--- src/rtl/uart_map_pkg.sv ---
// Register map of the UART as seen from the transmit feeder, plus status-word field helpers.
package uart_map_pkg;

    localparam int UART_AW = 6;
    localparam int UART_DW = 32;

    localparam logic [UART_AW-1:0] UART_STATUS_ADDR = 6'h00;
    localparam logic [UART_AW-1:0] UART_RXBUF_BASE  = 6'h10;
    localparam logic [UART_AW-1:0] UART_TXBUF_BASE  = 6'h20;

    // Status word layout: tx_ptr [3:0], tx_head [7:4], rx_ptr [11:8].
    localparam int PTR_W       = 4;
    localparam int TX_PTR_LSB  = 0;
    localparam int TX_HEAD_LSB = 4;
    localparam int RX_PTR_LSB  = 8;
    localparam int RING_DEPTH  = 16;

    typedef struct packed {
        logic [2:0]       state;
        logic [PTR_W-1:0] tx_ptr;
        logic [PTR_W-1:0] tx_head;
    } feeder_dbg_t;

    // One slot is always left free so head == ptr can only mean empty.
    function automatic logic ring_full(input logic [PTR_W-1:0] ptr,
                                       input logic [PTR_W-1:0] head);
        logic [PTR_W-1:0] ptr_nx;
        ptr_nx = ptr + 4'd1;
        return ptr_nx == head;
    endfunction

    function automatic logic [UART_AW-1:0] tx_word_addr(input logic [UART_AW-1:0] base,
                                                        input logic [PTR_W-1:0]   ptr);
        return base | {2'b00, ptr[3:2], 2'b00};
    endfunction

endpackage

--- src/rtl/uart_tx_feeder_if.sv ---
// Upstream byte stream plus the UART register port driven by the feeder.
interface uart_tx_feeder_if;
    import uart_map_pkg::*;

    // in_data is transferred on a rising edge where in_valid and in_ready are
    // both high; in_valid/in_data are ignored whenever in_ready is low.
    logic               in_valid;
    logic [7:0]         in_data;
    logic               in_ready;
    logic [UART_AW-1:0] uart_addr;
    logic [UART_DW-1:0] uart_rdata;
    logic [UART_DW-1:0] uart_wdata;
    logic               uart_we;

    modport master (
        output in_valid, in_data, uart_rdata,
        input  in_ready, uart_addr, uart_wdata, uart_we
    );

    modport slave (
        input  in_valid, in_data, uart_rdata,
        output in_ready, uart_addr, uart_wdata, uart_we
    );

endinterface

--- src/rtl/uart_tx_feeder_byte_lane_merge.sv ---
// Replaces one byte lane of a 32-bit word; lane 0 is bits 7:0.
module byte_lane_merge (
    input  logic [31:0] word_in,
    input  logic [7:0]  byte_in,
    input  logic [1:0]  lane,
    output logic [31:0] word_out
);

    always_comb begin
        word_out = word_in;
        word_out[{lane, 3'b000} +: 8] = byte_in;
    end

endmodule

--- src/rtl/uart_tx_feeder.sv ---
// Moves upstream bytes into the UART send ring by read-modify-write of the buffer
// word, then publishes each byte by advancing the UART tx pointer.
module uart_tx_feeder #(
    parameter logic [5:0] STATUS_ADDR = uart_map_pkg::UART_STATUS_ADDR,
    parameter logic [5:0] TXBUF_BASE  = uart_map_pkg::UART_TXBUF_BASE
) (
    input  logic                      clk,
    input  logic                      rst,
    uart_tx_feeder_if.slave           bus,
    output logic                      busy,
    output uart_map_pkg::feeder_dbg_t dbg
);
    import uart_map_pkg::*;

    typedef enum logic [2:0] {
        S_IDLE    = 3'd0,
        S_POLL    = 3'd1,
        S_READ    = 3'd2,
        S_WRITE   = 3'd3,
        S_ADVANCE = 3'd4
    } state_t;

    state_t             state, state_nx;
    logic [7:0]         byte_q;
    logic [PTR_W-1:0]   tx_ptr, tx_head;
    logic [UART_DW-1:0] word_q;
    logic [UART_DW-1:0] merged_word;
    logic [PTR_W-1:0]   st_ptr, st_head, ptr_nx;

    assign st_ptr  = bus.uart_rdata[TX_PTR_LSB  +: PTR_W];
    assign st_head = bus.uart_rdata[TX_HEAD_LSB +: PTR_W];
    assign ptr_nx  = tx_ptr + 4'd1;

    byte_lane_merge u_merge (
        .word_in  (word_q),
        .byte_in  (byte_q),
        .lane     (tx_ptr[1:0]),
        .word_out (merged_word)
    );

    always_ff @(posedge clk) begin
        if (rst) begin
            state   <= S_IDLE;
            byte_q  <= '0;
            tx_ptr  <= '0;
            tx_head <= '0;
            word_q  <= '0;
        end else begin
            state <= state_nx;
            case (state)
                S_IDLE: if (bus.in_valid) byte_q <= bus.in_data;
                S_POLL: begin
                    tx_ptr  <= st_ptr;
                    tx_head <= st_head;
                end
                S_READ: word_q <= bus.uart_rdata;
                default: ;
            endcase
        end
    end

    // A stale tx_head only under-reports free space, so polling is race-safe.
    always_comb begin
        state_nx       = state;
        bus.uart_addr  = STATUS_ADDR;
        bus.uart_wdata = '0;
        bus.uart_we    = 1'b0;
        case (state)
            S_IDLE: if (bus.in_valid && bus.in_ready) state_nx = S_POLL;
            S_POLL: if (!ring_full(st_ptr, st_head)) state_nx = S_READ;
            S_READ: begin
                bus.uart_addr = tx_word_addr(TXBUF_BASE, tx_ptr);
                state_nx      = S_WRITE;
            end
            S_WRITE: begin
                bus.uart_addr  = tx_word_addr(TXBUF_BASE, tx_ptr);
                bus.uart_we    = 1'b1;
                bus.uart_wdata = merged_word;
                state_nx       = S_ADVANCE;
            end
            S_ADVANCE: begin
                bus.uart_we    = 1'b1;
                bus.uart_wdata = {28'b0, ptr_nx};
                state_nx       = S_IDLE;
            end
            default: state_nx = S_IDLE;
        endcase
    end

    assign bus.in_ready = (state == S_IDLE) && !rst;
    assign busy         = (state != S_IDLE);
    assign dbg          = {state, tx_ptr, tx_head};

endmodule

--- src/flat_wrapper.sv ---
// flat-port wrapper written by rule: the top's interface ports become plain ports
module uart_tx_feeder_flat import uart_map_pkg::*;
#(
    parameter logic [5:0] STATUS_ADDR = uart_map_pkg::UART_STATUS_ADDR,
    parameter logic [5:0] TXBUF_BASE  = uart_map_pkg::UART_TXBUF_BASE
)
  (clk, rst, busy, dbg, bus_in_valid, bus_in_data, bus_uart_rdata, bus_in_ready, bus_uart_addr, bus_uart_wdata, bus_uart_we);
  uart_tx_feeder_if bus_i ();
  input  logic clk;
  input  logic rst;
  output logic busy;
  output uart_map_pkg::feeder_dbg_t dbg;
  input wire logic [$bits(bus_i.in_valid)-1:0] bus_in_valid;
  input wire logic [$bits(bus_i.in_data)-1:0] bus_in_data;
  input wire logic [$bits(bus_i.uart_rdata)-1:0] bus_uart_rdata;
  output wire logic [$bits(bus_i.in_ready)-1:0] bus_in_ready;
  output wire logic [$bits(bus_i.uart_addr)-1:0] bus_uart_addr;
  output wire logic [$bits(bus_i.uart_wdata)-1:0] bus_uart_wdata;
  output wire logic [$bits(bus_i.uart_we)-1:0] bus_uart_we;
  assign bus_i.in_valid = bus_in_valid;
  assign bus_i.in_data = bus_in_data;
  assign bus_i.uart_rdata = bus_uart_rdata;
  assign bus_in_ready = bus_i.in_ready;
  assign bus_uart_addr = bus_i.uart_addr;
  assign bus_uart_wdata = bus_i.uart_wdata;
  assign bus_uart_we = bus_i.uart_we;
  uart_tx_feeder #(.STATUS_ADDR(STATUS_ADDR), .TXBUF_BASE(TXBUF_BASE)) u_core (.clk(clk), .rst(rst), .bus(bus_i), .busy(busy), .dbg(dbg));
endmodule
--- config.mk ---
export PLATFORM = sky130hd
export DESIGN_NAME = uart_tx_feeder_flat
export DESIGN_NICKNAME = d
export VERILOG_FILES = /design/src/rtl/uart_map_pkg.sv /design/src/rtl/uart_tx_feeder_if.sv /design/src/rtl/uart_tx_feeder_byte_lane_merge.sv /design/src/rtl/uart_tx_feeder.sv /design/src/flat_wrapper.sv
export SDC_FILE = /design/constraint.sdc
export NUM_CORES = 1
export LEC_CHECK = 0
export ABC_AREA = 1
export CORE_ASPECT_RATIO = 0.9
export CORE_UTILIZATION = 55
export DETAILED_ROUTE_END_ITERATION = 6
export DONT_BUFFER_PORTS = 1
export HOLD_SLACK_MARGIN = 0.08
export PLACE_DENSITY = 0.72
export SLEW_MARGIN = 20
export SYNTH_ARGS = -nofsm -noshare
export SYNTH_HDL_FRONTEND = slang
export SYNTH_HIERARCHICAL = 1
export SYNTH_SLANG_ARGS = --single-unit
--- constraint.sdc ---
create_clock -name clk -period 2.5 [get_ports clk]
set_input_delay 0.125 -clock clk [delete_from_list [all_inputs] [get_ports clk]]
set_output_delay 0.125 -clock clk [all_outputs]
set_load 0.02 [all_outputs]
# After elaboration in Yosys (flattened, before gate mapping)

Cells that the tools add are included.
W data, S select, Z words.

$add $sub $neg: 3
Equal/unequal tests: 7
Shift operators: 2
Reductions and logical operators: 9
Mux-type cells: 7

Operators by type and width:

| operator                 | number |
|---|---|
| $pmux W32 S2             | 1 |
| $bwmux W32               | 1 |
| $shift A8 B7 Y32 const A | 1 |
| $shiftx A8 B7 Y32        | 1 |
| $pmux W3 S4              | 1 |
| $add A4 B1 Y4 const B    | 2 |
| $neg A5 Y7               | 1 |
| $eq A3 B2 Y1 const B     | 2 |
| $mux W3                  | 2 |
| $mux W6                  | 1 |
| $eq A4 B4 Y1             | 1 |
| $reduce_and A2 Y1        | 2 |
| $reduce_or A2 Y1         | 2 |
| $eq A3 B1 Y1 const B     | 1 |
| $eq A3 B3 Y1 const B     | 1 |
| $logic_not A3 Y1         | 1 |
| $reduce_bool A3 Y1       | 1 |
| $logic_and A1 B1 Y1      | 2 |
| $ne A2 B1 Y1 const B     | 1 |
| $ne A2 B2 Y1 const B     | 1 |
| $logic_not A1 Y1         | 1 |
| $mux W1                  | 1 |

Output and inout port bits: 52
Logic and storage cells: 33
Bits in registers: 51

# Logic depth before layout (Yosys ltp)

Gate-level depths: netlist of the first run.

Depth after elaboration: 5
Gate-level depth with buffers: 10
Mapped depth without buffers: 9

# Hierarchy

Netlist of the first run, hierarchy kept.

Modules (own cells, without submodules):

| module          | times used | sequential area each (um2) | area an instance (um2) | cells an instance |
|---|---|---|---|---|
| uart_tx_feeder  | 1          | 1021.0                     | 2417.3                 | 340 |
| byte_lane_merge | 1          | 0.0                        | 641.9                  | 142 |

# Least setup slack after synthesis of the first run

OpenSTA, ideal clock, no wires.

Path kind: flip-flop to output port
From: register u_core.tx_ptr[0]
To: output port bus_uart_wdata[0]
Data arrival time: 1.961 ns
Cell stages (with the launch flop): 8
Setup slack: 0.414 ns
Required time: 2.375 ns
Cells stage by stage: dfxtp_1 > inv_2 > ha_1 > nor2_2 > nand4_1 > nand2_1 > inv_1 > o22ai_1

Cells in the longest elaborated chain, start to end: 4
Elaborated cells between the ends (all ways): 6
Classes of those cells: 2 x add/sub; 2 x shift; 2 x mux

RTL lines:

| element                                               | RTL line                             | RTL |
|---|---|---|
| start, declared                                       | uart_tx_feeder.sv:25                 | `logic [PTR_W-1:0] tx_ptr, tx_head;` |
| start signal, assigned                                | uart_tx_feeder.sv:53                 | `tx_ptr <= st_ptr;` |
| $neg A5 Y7 (*)                                        | uart_tx_feeder_byte_lane_merge.sv:11 | `word_out[{lane, 3'b000} +: 8] = byte_in;` |
| $shiftx A8 B7 Y32 or $shift A8 B7 Y32 (tied branches) | uart_tx_feeder_byte_lane_merge.sv:11 |  |
| $bwmux W32 (*)                                        | uart_tx_feeder_byte_lane_merge.sv:11 |  |
| named net u_core.merged_word[0]                       | uart_tx_feeder.sv:27                 | `logic [UART_DW-1:0] merged_word;` |
| $pmux W32 S2 (*)                                      | uart_tx_feeder.sv:68                 | `case (state)` |
| end, declared                                         | flat_wrapper.sv:18                   | `output wire logic [$bits(bus_i.uart_wdata)-1:0] bus_uart_wdata;` |

Mark *: on every way through the listed nets, which the timed path passes. The rest lies on a longest branch.

# Final worst setup path of the first run

From: register u_core.tx_ptr[0]
To: output port bus_uart_wdata[3]

Same word-level chain as after synthesis.

==> reports/metrics.yaml, run 1 <==
detailed_routing:
  drc_errors: 0
  drtIter0Drc: 187
  vias_per_cell: 5.372
  wl_per_cell_um: 13.67
  wl_mm: 8.093
  dr.pass1.iters: 6
  num_vias: 3180
  antenna_left: 0
timing:
  fin_crit_sh_pct: 86.76
  clock_skew_ps: 13.19
  setup_viol: 0
  tightest_slew_ps: 716.9
  rsz0062_at_grt: "no"
  relSlewSlack_pct: 52.14
  fin_crit_ps: 2169
  finalHoldViolCount: 0
  tns_ps: 0
  finalMaxSlewViolations: 0
  fmax_ghz: 0.4610
clocking:
  clock_path_buffers: 2
  postCtsHoldBufs: 43
  ctsResizeCount: 0
  post_cts_buffers: 0
  cts-root-buf: "clkbuf_8"
  clk_latency_ps: 320
  cts_tree: "yes"
  clock_sinks: 51
  numCtsBuffers: 5
  htreeDepth: 2
  clkTransAtPathRegs_ps: 100
floorplanning:
  die_w_um: 80.62
  row_count: 25
  core_area_um2: 5318
  pin_count: 95
  start_util_pct: 57.53
  die_y_um: 72.76
  dieArea_um2: 5865
worst_setup_path:
  arrival_ps: 2040
  path_class: "reg -> out"
  start_kind: "register"
  r2r_cells: 6
  r2r_end: "u_core/word_q[5]"
  worst-path-max-fanout: 11
  crit_required_ps: 2380
  worstSetupEndpointType: "primary output"
  r2r_start: "u_core/state[0]"
  crit_end: "bus_uart_wdata[3]"
  crit_start: "u_core/tx_ptr[0]"
  r2r_setup_slack_ps: 350
yosys:
  synth_cell_types: 29
  seq_area_frac_synth_pct: 33.37
  ys_top_cells_by_area: "dfxtp_1, nand2_1, inv_1"
  synth_top_area_share_pct: 33.37
  syn_area_um2: 3059
  synth_area_leader_cell: "dfxtp_1"
  avgSynthCellArea_um2: 6.347
  synth.ff_latch_count: 51
  synth_warnings: 6
  synth_cells: 482
layout:
  ff_latch_area_um2: 1021
  fillers: 509
  final_common_cell: "nand2_1"
  drive_above_1_share_pct: 11.62
  antennaDiodeCount: 0
  multi_input_area_um2: 1627
  layout_common_cells: "nand2_1, inv_1, nor2_1, dfxtp_1, dlygate4sd3_1"
  stdcell_count: 592
  fin_nets: 574
  syn_to_final_growth_pct: 19.63
run_status:
  status: "completed"
flow_run:
  cap_viol_max_count: 0
hold_path:
  hold_class: "in -> reg"
global_routing:
  grt_max_degree: 53
  grt_pass1_wl_mm: 12.85
  antenna_found_initial: 0
  grt.overflow.total: 0
  track_usage_pct: 28.44
  grt_pass1_vias: 2768
pwr:
  power.density_nw_per_um2: 463.2
  p_leak_uw: 0.001540
  vdd_drop_max_v: 0.0003810
  total_power_uw: 1695
placement:
  port_buffers: 0
  place.gp.congestion: 0.8765
  place_inst: 541
  dp_hpwl_mm: 5.419
-- power by group --
part,switching (µW),leakage [µW],internal (µW),total (µW)
registers,29.7,0.000413,835,865
logic,135,0.00107,99.2,235
clock network,293,0.0000558,303,596
total,458,0.00154,1240,1700
-- worst min path at each step --
stage,from,endpoint,slack (ps),cells after the start
after global placement,rst,u_core/word_q[1],200,1
after floorplan,bus_uart_rdata[1],u_core/word_q[1],260,2
after detailed placement,rst,u_core/word_q[1],190,1
after CTS,bus_in_valid,u_core/state[1],100,4
final,bus_in_valid,u_core/state[1],100,4
after global routing,bus_in_valid,u_core/state[1],110,4
-- routing by layer --
metal,vias up,GRT usage [%],share of wire (%)
li1,1575,-,-
met1,1452,37.60,45
met4,0,12.50,1.9
met5,-,0,0
met2,136,45.39,45
met3,17,5.125,7.5
-- cell usage after synthesis --
library cell / n
a21oi_2: 10
inv_2: 7
nor2_2: 2
nor2_4: 3
buf_2: 10
dfxtp_1: 51
xor2_1: 1
buf_8: 1
clkbuf_1: 4
nand4_1: 14
o32ai_1: 1
inv_6: 1
a211oi_1: 8
a21oi_1: 33
xnor2_1: 1
nor2_1: 51
nand3_1: 23
nand3_2: 2
inv_1: 59
buf_1: 1
nand2_1: 164
o22ai_1: 3
o211ai_1: 1
buf_6: 3
nand2_2: 13
ha_1: 7
buf_4: 6
conb_1: 1
o21ai_0: 1
-- final cells by class --
class | instances | share of cell area [%]
Inverter | 67 | 7.009
Sequential cell | 51 | 27.90
Clock buffer | 6 | 1.983
Clock inverter | 2 | 1.060
Multi-Input combinational cell | 341 | 44.44
Tap cell | 67 | 2.291
Timing Repair Buffer | 58 | 15.32
-- per-stage QoR --
stage               hold WS [ps]  instance area [µm²]  worst slack [ps]  utilization [%]
floorplan                  261.4                 3067             413.6                -
global placement           195.3                 3100             726.3            58.31
detailed placement         194.2                 3100             707.8            58.31
CTS                        99.23                 3660             338.9            68.82
global route               107.7                 3660             146.2            68.82
finish                     101.6                 3660             331.0            68.82
-- registers in the layout (all words and copies together), names as in the netlist --
| signal | count |
|---|---|
| u_core/tx_head | 4 |
| u_core/word_q | 32 |
| u_core/state | 3 |
| u_core/tx_ptr | 4 |
| u_core/byte_q | 8 |
-- logic make-up after synthesis --
family | count (synthesis) | synth area share, %
buffers and inverters | 92 | 13.70
AND/OR/NAND/NOR | 272 | 37.83
flip-flops | 51 | 33.37
other | 1 | 0.1226
XOR/XNOR | 2 | 0.5727
AO/OA/AOI/OAI | 57 | 11.53
adder cells (fa/ha/maj) | 7 | 2.863
-- worst max-delay path, stage by stage (launching register included) --
cell	delay, ps
dfxtp_1	350
inv_2	90
ha_1	390
nor2_2	270
nand4_1	140
nand2_1	80
inv_1	50
o22ai_1	170
buf_4	170
Power figures use the tool's default switching activity.
==> run 2: changes to the inputs <==
CORE_ASPECT_RATIO = 0.8   (was 0.9)
==> run 2 against run 1 <==
  * Sequential share of layout area rose by 0.21 points
  * Sequential power barely moved
  * Fmax fell by 1.4%
  * Critical endpoint is now bus_uart_wdata[2]
  * Utilization rose by 1.3 points
  * Setup slack got worse by 31 ps
  * Clock-buffer cell count fell by 1
  * Hold slack improved by 5.2 ps
  * Combinational power barely moved
  * Non-clock buffer count fell by 3
  * Critical path depth did not move
  * Die area barely moved
  * Final cell count fell by 1.4%
  * Largest power group unchanged
==> reports/metrics.yaml, run 2 (synthesized netlist as in run 1, its figures left out) <==
pwr:
  p_int_uw: 1234  # was 1237 µW
  p_leak_uw: 0.001522  # was 0.001540 µW
  total_power_uw: 1696  # was 1695 µW
  vdd_drop_max_v: 0.0002556  # was 0.0003810 V
  power.switching_uw: 462.3  # was 458.0 µW
  power.density_nw_per_um2: 466.9  # was 463.2 nW/µm²
  clockPowerShare_pct: 35.1  # about the same
  swShare_pct: 27.26  # was 27.02%
  pwr-share-seq_pct: 51.0  # about the same
  comb_power_share_pct: 13.9  # was 13.8%
placement:
  dp_hpwl_mm: 5.345  # was 5.419 mm
  port_buffers: 0  # unchanged
  place_inst: 533  # was 541
  place.gp.congestion: 0.8615  # was 0.8765
timing:
  setup_viol: 0  # unchanged
  holdWs_ps: 106.8  # was 101.6 ps
  fin_crit_ps: 2200  # was 2169 ps
  clock_skew_ps: 8.311  # was 13.19 ps
  tns_ps: 0  # unchanged
  relSlewSlack_pct: 52.41  # was 52.14%
  finalMaxSlewViolations: 0  # unchanged
  fin_crit_sh_pct: 87.99  # was 86.76%
  finalHoldViolCount: 0  # unchanged
  tightest_slew_ps: 712.9  # was 716.9 ps
  fmax_ghz: 0.4546  # was 0.4610 GHz
  rsz0062_at_grt: "no"  # unchanged
layout:
  layout_common_cells: "nand2_1, inv_1, nor2_1, dfxtp_1, dlygate4sd3_1"  # unchanged
  drive_above_1_share_pct: 11.30  # was 11.62%
  fin_nets: 571  # was 574
  antennaDiodeCount: 0  # unchanged
  syn_to_final_growth_pct: 18.73  # was 19.63%
  largestRegisters: "u_core/word_q: 32 flops, u_core/byte_q: 8 flops"  # unchanged
  largest-register: "u_core/word_q"  # unchanged
  largest_reg_flops: 32  # unchanged
  stdcell_count: 584  # was 592
  final_common_cell: "nand2_1"  # unchanged
  final_core_utilization_pct: 70.12  # was 68.82%
clocking:
  numCtsBuffers: 5  # unchanged
  cts_tree: "yes"  # unchanged
  ctsResizeCount: 0  # unchanged
  clock_sinks: 51  # unchanged
  postCtsHoldBufs: 43  # unchanged
  post_cts_buffers: 0  # unchanged
  cts-root-buf: "clkbuf_8"  # unchanged
  clock_path_buffers: 2  # unchanged
  clk_latency_ps: 310  # was 320 ps
  clkTransAtPathRegs_ps: 100  # about the same
  htreeDepth: 2  # unchanged
detailed_routing:
  wl_per_cell_um: 14.02  # was 13.67 µm
  antenna_left: 0  # unchanged
  dr.pass1.iters: 5  # was 6
  num_vias: 3049  # was 3180
  vias_per_cell: 5.221  # was 5.372
  drc_errors: 0  # unchanged
  wl_mm: 8.187  # was 8.093 mm
  drtIter0Drc: 221  # was 187
global_routing:
  antenna_found_initial: 0  # unchanged
  track_usage_pct: 28.78  # was 28.44%
  grt.overflow.total: 0  # unchanged
  grt_pass1_vias: 2757  # was 2768
  grt_pass1_wl_mm: 13.03  # was 12.85 mm
  grt_max_degree: 53  # unchanged
worst_setup_path:
  arrival_ps: 2070  # was 2040 ps
  max_stage_delay_ps: 400  # was 390 ps
  start_kind: "register"  # unchanged
  crit_required_ps: 2380  # about the same
  crit_chain: "inv_2 > ha_1 > nor2_2 > nand4_1 > nand2_1 > inv_1 > o32ai_1 > buf_4"  # was inv_2 > ha_1 > nor2_2 > nand4_1 > nand2_1 > inv_1 > o22ai_1 > buf_4
  worstSetupEndpointType: "primary output"  # unchanged
  path_class: "reg -> out"  # unchanged
  crit_slowest_cell: "ha_1"  # unchanged
  worst-path-max-fanout: 11  # unchanged
run_status:
  status: "completed"  # unchanged
floorplanning:
  start_util_pct: 59.06  # was 57.53%
  die_y_um: 68.71  # was 72.76 µm
  pin_count: 95  # unchanged
  die_w_um: 85.38  # was 80.62 µm
  row_count: 23  # was 25
  dieArea_um2: 5866  # was 5865 µm²
  core_area_um2: 5180  # was 5318 µm²
flow_run:
  cap_viol_max_count: 0  # unchanged
hold_path:
  hold_class: "in -> reg"  # unchanged
[run 2: cell types whose count changed in the layout (fill, tap and decap cells not counted)]
cell,change
buf_4,-3
clkbuf_1,-1
clkinv_2,+1
clkinv_4,+1
inv_6,-1
[run 2: metal layers]
| layer | global-route usage [%] | wire, µm | vias up |
|---|---|---|---|
| met3 | 5.595 | 501 | 14 |
| li1 | - | - | 1566 |
| met2 | 45.77 | 3612 | 112 |
| met5 | 0 | 0 | - |
| met4 | 8.958 | 142 | 0 |
| met1 | 39.96 | 3931 | 1357 |
[run 2: critical path: cells and delay by family (launching register included)]
kind	cells	cell delay [ps]
flip-flops	1	350
buffers and inverters	3	340
AO/OA/AOI/OAI	1	150
adder cells (fa/ha/maj)	1	400
AND/OR/NAND/NOR	3	520
[run 2: worst paths after layout]
path	end	startpoint	slack, ps	cells past startpoint
worst max-delay path	bus_uart_wdata[2]	u_core/tx_ptr[0]	300	8
worst min-delay path	u_core/word_q[30]	rst	110	2
worst max register to register	u_core/word_q[29]	u_core/state[0]	340	6
worst min register to register	u_core/word_q[16]	u_core/word_q[16]	470	2
[run 2: final cells by class]
| cell class | instances | area, µm² |
|---|---|---|
| inverters | 67 | 256.5 |
| well taps | 62 | 77.57 |
| flip-flops and latches | 51 | 1021 |
| fillers | 474 | 1548 |
| clock buffers | 5 | 68.82 |
| clock inverters | 3 | 43.79 |
| repair buffers | 55 | 538.0 |
| multi-input cells | 341 | 1627 |
[run 2: stage by stage]
| stage | setup slack (ps) | cell area [µm²] |
|---|---|---|
| floorplan | 413.6 | 3067 |
| CTS | 339.0 | 3632 |
| finish | 300.2 | 3632 |
| detailed placement | 708.5 | 3072 |
| global placement | 725.7 | 3072 |
| global route | 154.1 | 3632 |
[run 2: power groups by stage]
stage / clock network (µW) / logic, µW / registers [µW]
after floorplan: 0 / 151 / 877
after global placement: 0 / 151 / 883
after detailed placement: 0 / 154 / 883
after CTS: 604 / 231 / 864
after global routing: 645 / 259 / 868
final: 596 / 235 / 865
==> run 3: changes to the inputs <==
CORE_MARGIN = 1.5   (was default)
CORE_UTILIZATION = 39   (was 55)
PLACE_DENSITY = 0.55   (was 0.72)
==> run 3 against run 2 <==
  * Hold slack better by 3.0 ps
  * Clock skew up 4.4 ps
  * Combinational power up 2%
  * Setup slack better by 49 ps
  * Final cell count up 8.9%
  * Critical path depth up 1
  * Die area up 43%
  * Design area up 4.1%
  * Global-route usage down 7.8 points
  * Sequential power about the same
  * Routed wire length up 3.6%
  * Critical endpoint is now bus_uart_wdata[9]
==> reports/metrics.yaml, run 3 (synthesized netlist as in run 1, its figures left out) <==
global_routing:
  grt_pass1_vias: 2939  # was 2757
  antenna_found_initial: 0  # unchanged
  grt_pass1_wl_mm: 13.81  # was 13.03 mm
  grt.overflow.total: 0  # unchanged
  track_usage_pct: 21.00  # was 28.78%
  grt_max_degree: 53  # unchanged
flow_run:
  cap_viol_max_count: 0  # unchanged
timing:
  finalMaxSlewViolations: 0  # unchanged
  holdWs_ps: 109.8  # was 106.8 ps
  fin_crit_sh_pct: 86.04  # was 87.99%
  fmax_ghz: 0.4649  # was 0.4546 GHz
  finalHoldViolCount: 0  # unchanged
  setup_viol: 0  # unchanged
  fin_crit_ps: 2151  # was 2200 ps
  rsz0062_at_grt: "no"  # unchanged
  tns_ps: 0  # unchanged
  clock_skew_ps: 12.73  # was 8.311 ps
worst_setup_path:
  r2r_setup_slack_ps: 580  # was 340 ps
  cpMostUsedCell: "nand2_1"
  path_class: "reg -> out"  # unchanged
  crit_slowest_cell: "ha_1"  # unchanged
  crit_chain: "inv_2 > ha_1 > inv_6 > nand2_2 > nor2_4 > nand2_1 > nand2_1 > inv_1 > nor2_1"  # was inv_2 > ha_1 > nor2_2 > nand4_1 > nand2_1 > inv_1 > o32ai_1 > buf_4
  arrival_ps: 2030  # was 2070 ps
  worst-path-max-fanout: 11  # unchanged
  worstSetupEndpointType: "primary output"  # unchanged
  start_kind: "register"  # unchanged
  crit_required_ps: 2380  # about the same
  max_stage_delay_ps: 360  # was 400 ps
floorplanning:
  die_y_um: 82.22  # was 68.71 µm
  start_util_pct: 40.80  # was 59.06%
  dieArea_um2: 8388  # was 5866 µm²
  die_w_um: 102.0  # was 85.38 µm
  core_area_um2: 7497  # was 5180 µm²
  row_count: 28  # was 23
  pin_count: 95  # unchanged
clocking:
  clock_path_buffers: 2  # unchanged
  clkTransAtPathRegs_ps: 100  # about the same
  cts_tree: "yes"  # unchanged
  post_cts_buffers: 0  # unchanged
  numCtsBuffers: 5  # unchanged
  htreeDepth: 2  # unchanged
  clk_latency_ps: 310  # about the same
  cts-root-buf: "clkbuf_8"  # unchanged
  clock_sinks: 51  # unchanged
detailed_routing:
  num_vias: 3027  # was 3049
  antenna_left: 0  # unchanged
  drtIter0Drc: 163  # was 221
  vias_per_cell: 4.759  # was 5.221
  wl_mm: 8.483  # was 8.187 mm
  drc_errors: 0  # unchanged
  dr.pass1.iters: 4  # was 5
  wl_per_cell_um: 13.34  # was 14.02 µm
layout:
  layout_common_cells: "nand2_1, inv_1, nor2_1, dfxtp_1, dlygate4sd3_1"  # unchanged
  drive_above_1_share_pct: 12.99  # was 11.30%
  antennaDiodeCount: 0  # unchanged
  final_common_cell: "nand2_1"  # unchanged
  fin_nets: 580  # was 571
  largestRegisters: "u_core/word_q: 32 flops, u_core/byte_q: 8 flops"  # unchanged
  largest-register: "u_core/word_q"  # unchanged
  largest_reg_flops: 32  # unchanged
  syn_to_final_growth_pct: 23.56  # was 18.73%
pwr:
  vdd_drop_max_v: 0.0002606  # was 0.0002556 V
  power.density_nw_per_um2: 449.4  # was 466.9 nW/µm²
  p_leak_uw: 0.001585  # was 0.001522 µW
hold_path:
  hold_class: "in -> reg"  # unchanged
run_status:
  status: "completed"  # unchanged
placement:
  place.gp.congestion: 0.8484  # was 0.8615
  port_buffers: 0  # unchanged
  dp_hpwl_mm: 5.981  # was 5.345 mm
run 3: cell types whose count changed in the layout (fill, tap and decap cells not counted), sizes merged:
cell | before | now
buf | 13 | 23
inv | 67 | 68
clkinv | 2 | 1
dlygate4sd3 | 42 | 41
run 3: what timing repair did:
action | 4_1_cts | 5_1_grt
endpoints found under the hold margin | 51 | 0
hold buffers | 42 | 0
gates resized for setup | 0 | 0
run 3: through the flow:
step / instance area [µm²] / worst slack (ps) / util [%] / power [µW] / instances
6_report: 3780 / 349.0 / 50.42 / 1699 / 636
4_1_cts: 3780 / 338.9 / 50.42 / 1715 / 636
5_1_grt: 3780 / 156.8 / 50.42 / 1797 / 636
3_5_place_dp: 3226 / 685.4 / 43.02 / 1042 / 586
3_3_place_gp: 3226 / 714.2 / 43.02 / 1040 / 586
2_1_floorplan: 3067 / 413.6 / - / 1028 / 484
run 3: routing by layer:
layer	wire [µm]	up-vias	GRT usage, %
met3	347	8	3.620
met1	4340	1364	29.22
met5	0	-	0
li1	-	1583	-
met2	3682	72	33.84
met4	113	0	5.342
run 3: path summary, 6_finish.rpt:
kind                                        start           endpoint  cells after the start
worst max-delay path             u_core/tx_ptr[0]  bus_uart_wdata[9]                      9
worst min-delay path                          rst   u_core/word_q[1]                      2
worst max register to register    u_core/state[0]   u_core/word_q[8]                      6
worst min register to register  u_core/word_q[16]  u_core/word_q[16]                      2
run 3: final cells by class:
| class | instances | area, µm² |
|---|---|---|
| clock buffer | 5 | 68.82 |
| timing repair buffer | 64 | 628.1 |
| tap | 105 | 131.4 |
| fill | 836 | 3717 |
| multi-input combinational | 341 | 1627 |
| sequential | 51 | 1021 |
| inverter | 67 | 256.5 |
| clock inverter | 3 | 47.55 |
run 3: worst max-delay path: cells and delay by family (launching register included):
family / cells / cell delay, ps
adders and majority gates: 1 / 360
DFF: 1 / 350
and+or+nand+nor: 5 / 710
buffers and inverters: 3 / 290
run 3: report_power, final:
| group | switching [µW] | internal, µW | total, µW |
|---|---|---|---|
| sequential | 28.7 | 835 | 864 |
| clock | 292 | 304 | 596 |
| combinational | 138 | 101 | 239 |
| total | 459 | 1240 | 1700 |
